## src/rtl/tdm_demux4.sv

```systemverilog
// rtl/tdm_demux4.sv - four-slot TDM receive demultiplexer with frame-sync tracking
// Captures slots into shadow registers and publishes all four channels once per frame.
module tdm_demux4 #(
    parameter int DATA_W   = 1,
    parameter int MISS_MAX = 2
) (
    input  logic              clk,
    input  logic              rst,
    input  logic [DATA_W-1:0] din,
    input  logic              din_valid,
    input  logic              fsync,
    output logic [DATA_W-1:0] y0,
    output logic [DATA_W-1:0] y1,
    output logic [DATA_W-1:0] y2,
    output logic [DATA_W-1:0] y3,
    output logic              frame_valid,
    output logic              s1,
    output logic              s0,
    output logic              locked,
    output logic              sync_err
);

    typedef enum logic {
        ST_HUNT = 1'b0,
        ST_LOCK = 1'b1
    } state_t;

    localparam logic [3:0] LP_MISS_MAX = 4'(MISS_MAX);

    state_t            r_state;
    logic [1:0]        r_slot;
    logic [3:0]        r_miss;
    logic [DATA_W-1:0] r_sh0;
    logic [DATA_W-1:0] r_sh1;
    logic [DATA_W-1:0] r_sh2;
    logic [DATA_W-1:0] r_y0;
    logic [DATA_W-1:0] r_y1;
    logic [DATA_W-1:0] r_y2;
    logic [DATA_W-1:0] r_y3;
    logic              r_frame_valid;
    logic              r_locked;
    logic              r_sync_err;

    logic [3:0]        w_miss_inc;
    logic              w_miss_trip;

    assign w_miss_inc  = r_miss + 4'd1;
    assign w_miss_trip = (w_miss_inc == LP_MISS_MAX);

    always_ff @(posedge clk or posedge rst) begin
        if (rst) begin
            r_state       <= ST_HUNT;
            r_slot        <= 2'd0;
            r_miss        <= 4'd0;
            r_sh0         <= '0;
            r_sh1         <= '0;
            r_sh2         <= '0;
            r_y0          <= '0;
            r_y1          <= '0;
            r_y2          <= '0;
            r_y3          <= '0;
            r_frame_valid <= 1'b0;
            r_locked      <= 1'b0;
            r_sync_err    <= 1'b0;
        end else begin
            r_frame_valid <= 1'b0;
            r_sync_err    <= 1'b0;
            if (din_valid) begin
                if (r_state == ST_HUNT) begin
                    if (fsync) begin
                        r_sh0    <= din;
                        r_slot   <= 2'd1;
                        r_miss   <= 4'd0;
                        r_state  <= ST_LOCK;
                        r_locked <= 1'b1;
                    end
                end else if (r_slot == 2'd0) begin
                    if (fsync) begin
                        r_sh0  <= din;
                        r_slot <= 2'd1;
                        r_miss <= 4'd0;
                    end else begin
                        // Missing sync: flywheel on until the miss budget runs out.
                        r_sync_err <= 1'b1;
                        if (w_miss_trip) begin
                            r_state  <= ST_HUNT;
                            r_locked <= 1'b0;
                            r_slot   <= 2'd0;
                            r_miss   <= 4'd0;
                        end else begin
                            r_miss <= w_miss_inc;
                            r_sh0  <= din;
                            r_slot <= 2'd1;
                        end
                    end
                end else if (fsync) begin
                    // Early sync restarts the frame; the partial frame is dropped.
                    r_sync_err <= 1'b1;
                    r_sh0      <= din;
                    r_slot     <= 2'd1;
                    r_miss     <= 4'd0;
                end else begin
                    case (r_slot)
                        2'd1: r_sh1 <= din;
                        2'd2: r_sh2 <= din;
                        default: begin
                            r_y0          <= r_sh0;
                            r_y1          <= r_sh1;
                            r_y2          <= r_sh2;
                            r_y3          <= din;
                            r_frame_valid <= 1'b1;
                        end
                    endcase
                    r_slot <= r_slot + 2'd1;
                end
            end
        end
    end

    assign y0          = r_y0;
    assign y1          = r_y1;
    assign y2          = r_y2;
    assign y3          = r_y3;
    assign frame_valid = r_frame_valid;
    assign s1          = r_slot[1];
    assign s0          = r_slot[0];
    assign locked      = r_locked;
    assign sync_err    = r_sync_err;

endmodule
```

## config.mk

```make
export PLATFORM = sky130hd
export DESIGN_NAME = tdm_demux4
export DESIGN_NICKNAME = d
export VERILOG_FILES = /design/src/rtl/tdm_demux4.sv
export SDC_FILE = /design/constraint.sdc
export NUM_CORES = 1
export LEC_CHECK = 0
export BUFFER_PORTS_ARGS = -buffer_cell sky130_fd_sc_hd__buf_2
export CAP_MARGIN = 10
export CORE_AREA = 5 5 49 51
export CTS_BUF_LIST = sky130_fd_sc_hd__clkbuf_8 sky130_fd_sc_hd__clkbuf_16
export CTS_CLUSTER_DIAMETER = 50
export DETAILED_ROUTE_END_ITERATION = 12
export DIE_AREA = 0 0 54 56
export HOLD_SLACK_MARGIN = 0.05
export PLACE_DENSITY_LB_ADDON = 0.08
export SYNTH_ARGS = -nofsm -noshare
export SYNTH_HDL_FRONTEND = slang
export SYNTH_SLANG_ARGS = --single-unit
```

## constraint.sdc

```tcl
create_clock -name clk -period 2.25 [get_ports clk]
set_input_delay 0.225 -clock clk [delete_from_list [all_inputs] [get_ports clk]]
set_output_delay 0.225 -clock clk [all_outputs]
set_load 0.005 [all_outputs]
```

# After elaboration in Yosys (flattened, before gate mapping)
# Index checks and enable logic that the tools add are counted.
# Widths: inputs -> output; s select.
[totals]
regBits = 17
latchBits = 0
ram_bits = 0
rom_bits = 0
inputBits = 5
out_inout_bits = 9
elab_cells = 69
n_memories = 0
[op_classes]
add_sub_neg = 2
multipliers = 0
n_div = 0
magnitude_cmp = 0
eq_ne = 7
n_shift = 0
muxes = 35
n_bitwise = 3
reduce_logical = 9
[op_table]
columns = ["operator", "count"]
rows = [
  ["$mux 1", 26],
  ["$mux 4", 5],
  ["$reduce_and 5->1", 4],
  ["$mux 2", 4],
  ["$add 4x1->4 const B", 1],
  ["$eq 4x2->1 const B", 1],
  ["$ne 4x4->1 const B", 1],
  ["$reduce_and 2->1", 2],
  ["$ne 3x3->1 const B", 1],
  ["$not 1->1", 3],
  ["$add 2x1->2 const B", 1],
  ["$eq 2x1->1 const B", 1],
  ["$eq 2x2->1 const B", 1],
  ["$logic_not 2->1", 1],
  ["$ne 2x1->1 const B", 1],
  ["$ne 2x2->1 const B", 1],
  ["$reduce_bool 2->1", 1],
  ["$reduce_or 2->1", 1],
]

# Depth between registers and ports, before layout
[depth]
ltp_word = 7
depth_mapped = 8
mapped_depth_nobuf = 7

# Least setup slack after synthesis
# Ideal clock, no wire load.
[synth_path]
path_kind = "register -> register"
start = "register r_slot[0]"
end = "register r_sh1"
setup_time_ns = 0.125
arrival_ns = 1.435
required_ns = 2.125
path_slack_ns = 0.691
path_stages_with_launch = 8
n_path_buf = 1
synth_period_minus_slack_ns = 1.559
cell_sequence = "dfrtp_1 -> inv_1 -> ha_1 -> buf_2 -> inv_1 -> ha_1 -> nand4_1 -> mux2_2"
[synth_between]
elab_chain_cells = 3
elab_cells_between_ends = 4
classes_between = "1 x eq/ne; 1 x bitwise; 2 x reduce/logical"
[synth_lines]
columns = ["item", "line", "rtl"]
rows = [
  ["from (decl)", "31", "logic [1:0] r_slot;"],
  ["from (signal assigned)", "114", "r_slot <= r_slot + 2'd1;"],
  ["$logic_not 2->1", "77", "end else if (r_slot == 2'd0) begin"],
  ["$not 1->1 (no source line)", "--", ""],
  ["$reduce_and 5->1 (no source line) (*)", "--", ""],
  ["to (signal assigned)", "104", "2'd1: r_sh1 <= din;"],
  ["to (decl)", "34", "logic [DATA_W-1:0] r_sh1;"],
]
# Mark *: on every way between the ends. The rest lies on a longest branch, timed or not.
# A chain may end at the register's enable or synchronous reset.

# Worst setup path in the final report
[layout_path]
start = "register r_slot[0]"
end = "register r_sh0"
[layout_between]
elab_chain_cells = 3
elab_cells_between_ends = 5
classes_between = "1 x eq/ne; 2 x mux; 2 x reduce/logical"
[layout_lines]
columns = ["item", "line", "rtl"]
rows = [
  ["$logic_not 2->1 (*)", "77", ""],
  ["$ne 4x4->1 (no source line) or $mux 1 (tied branches)", "--", ""],
  ["$reduce_and 2->1 (no source line) or $mux 1 (tied branches)", "--", ""],
  ["to (signal assigned)", "71", "r_sh0 <= din;"],
  ["to (signal assigned)", "79", "r_sh0 <= din;"],
  ["to (signal assigned)", "92", "r_sh0 <= din;"],
  ["to (decl)", "33", "logic [DATA_W-1:0] r_sh0;"],
]
# Marks and branches as above.

==> impl_metrics.yaml <==
global_routing:
  grt_max_degree: 18
  grt.total_usage_pct: 13.2
  grt_pass1_wl_um: 2990
  grt_overflow_total: 0
  grt_pass1_vias: 663
  antenna_found_initial: 0
synthesis:
  syn_avg_cell_area_um2: 10.1
  netlist_area_um2: 907
  synth_top_area_share_pct: 46.9
  synthesis.nets: 102
  synthMostInstantiatedCell: "dfrtp_1"
  synth_edf_count: 0
  synth.distinct_cells: 27
  synthCells: 90
  async_reset_ff_share_pct: 100
  synth_commonest_cells: "17 x dfrtp_1, 7 x ha_1, 7 x inv_1, 7 x nand2_1"
  synth_top_area_cell: "dfrtp_1"
  yosysSeqAreaShare_pct: 46.9
  yosysWarnings: 0
  ys_top_cells_by_area: "dfrtp_1 47%, ha_1 9.7%, mux2_2 7.4%, inv_1 2.9%, nand2_1 2.9%"
  synth_ff_type: "dfrtp_1"
  ys_ff_latch: 17
setup_path:
  worst-path-stages: 7
  timing_worst_setup_path_type: "reg -> reg"
  critPathLaunchType: "flip-flop"
  worstPathArrival_ps: 1850
  path_cells: "inv_1, ha_1, nand2_1, nor2_1, o21ai_0, o21ai_1, mux2_1"
  end_kind: "flip-flop"
  critPathRequiredTime_ps: 2380
  path_max_fanout: 10
  worstReg2RegEnd: "r_sh0"
  crit_start: "r_slot[0]"
  slowest_delay_ps: 450
  cpMaxStageDelayCell: "dfrtp_1"
  cp_num_buf_inv: 1
  crit_family: "flip-flops"
  timing.rr.start: "r_slot[0]"
  reg2regPathDepth: 7
  crit_path_end: "r_sh0"
  reg2reg_slack_ps: 530
drt:
  remaining_drc_errors: 0
  wire_per_inst_um: 13.2
  drt_wl_total_um: 1720
  vias: 682
  ant_nets: 0
  drt_iter0_drc: 2
  vias_per_cell: 5.25
  dr.pass1.iters: 4
clocking:
  clockRootBuffer: "clkbuf_8"
  cts_inserted_buffers: 3
  insertion_delay_ps: 250
  clkSinkCount: 17
  ctsHtreeMaxLevel: 1
  cts_resized: 0
  post-cts-setup-buffer-count: 0
  clockBufferDepth: 2
  cts_tree: "built"
  postCtsHoldBufs: 0
  clk_pin_slew_worst_paths_ps: 70
finish:
  diodes: 0
  design_area_mm2: 0.00103
  nets: 116
  instances_no_fill: 130
  drive_gt1_share_pct: 23.3
  syn_to_final_growth_pct: 13.8
  fillers: 174
power_and_ir_drop:
  leakage_nw: 0.503
  power_density_mw_per_mm2: 950
  peakVddDrop_v: 0.000549
floorplanning:
  initial_utilization_pct: 47.7
  rows: 16
  die_h_um: 56
  pin_count: 14
  die_w_um: 54
  die_area_mm2: 0.00302
  core_area_mm2: 0.00190
run:
  maxCapViolCount: 0
sta:
  rsz0062_at_grt: "no"
  max_slew_margin_pct: 57.0
  hold_ws_ps: 53.1
  setup_viol: 0
  final_hold_viol_count: 0
  finalCriticalPeriod_ps: 1720
  fmax_mhz: 581
  drv_slew: 0
  finClkSkew_ps: 3.06
  tns_ps: 0
  period_share_pct: 76.5
  worstMarginPinSlew_ps: 644
place:
  place_area_um2: 986
  portBuffers: 13
  place.gp.congestion: 0.780
  dpl.cell_count: 126
  dp_hpwl_um: 1260
worst_hold_path:
  min_path_type: "in -> async"
run_status:
  status: "completed"
[cell type report]
type	count	area [um^2]	share of cell area, %
Clock buffer	3	41.3	4.00
Clock inverter	1	5.00	0.485
Inverter	7	26.3	2.55
Multi-Input combinational cell	62	435	42.2
Sequential cell	17	425	41.2
Tap cell	27	33.8	3.27
Timing Repair Buffer	13	65.1	6.30
[worst reg2reg max path, delay by kind of cell (launching register included)]
kind,cells,cell delay (ps)
adder cells (fa/ha/maj),1,330
AND/OR/NAND/NOR,2,220
buffers and inverters,1,110
flip-flops,1,450
multiplexers,1,330
AO/OA/AOI/OAI,2,180
[kinds of logic (layout without fill, tap and decap cells)]
| group | count (synthesis) | after routing | share of synthesized area, % |
|---|---|---|---|
| AND/OR/NAND/NOR | 29 | 29 | 15.9 |
| AO/OA/AOI/OAI | 18 | 18 | 12.7 |
| flip-flops | 17 | 17 | 46.9 |
| buffers and inverters | 11 | 24 | 5.10 |
| multiplexers | 8 | 8 | 9.79 |
| adder cells (fa/ha/maj) | 7 | 7 | 9.65 |
[placed cells by master, fill, tap and decap left out, drive strengths merged, types with 4 or more instances in the layout]
| cell type | netlist | layout |
|---|---|---|
| nand3 | 4 | 4 |
| ha | 7 | 7 |
| a21oi | 4 | 4 |
| inv | 7 | 7 |
| buf | 4 | 13 |
| o21ai | 7 | 7 |
| nor2 | 6 | 6 |
| dfrtp | 17 | 17 |
| mux2 | 7 | 7 |
| nand2 | 7 | 7 |
[stage by stage]
step	setup WS [ps]	util [%]	total power, mW
after floorplan	691	-	0.661
after global placement	584	51.8	0.758
after detailed placement	541	51.8	0.767
after CTS	521	54.3	0.997
after global routing	333	54.3	1.06
final	528	54.3	0.981
[where the power goes]
group | switching [mW] | leakage (nW) | total [mW] | internal [mW]
registers | 0.0700 | 0.214 | 0.464 | 0.394
logic | 0.141 | 0.263 | 0.293 | 0.152
clock network | 0.101 | 0.0255 | 0.224 | 0.123
[routing by layer]
metal  up-vias  wire, um  global-route usage (%)
li1        341         -                       -
met1       325       906                    20.0
met2        12       745                    17.6
met3         4        51                    2.41
met4         0        17                    6.41
met5         -         0                       0
[registers in the layout (all words and copies together) (netlist names)]
signal,count
r_sh2,1
y2,1
r_sh1,1
frame_valid,1
y0,1
r_sh0,1
y3,1
r_miss,4
sync_err,1
r_slot,2
locked,1
y1,1
r_state,1
[worst min path at each step]
stage	end	from	cells past startpoint
floorplan	frame_valid	rst	1
global placement	r_miss[2]	rst	2
detailed placement	y0	rst	2
CTS	r_miss[0]	rst	2
global route	r_miss[0]	rst	2
finish	r_miss[0]	rst	2
Note: power is estimated with default switching activity, not from simulation.
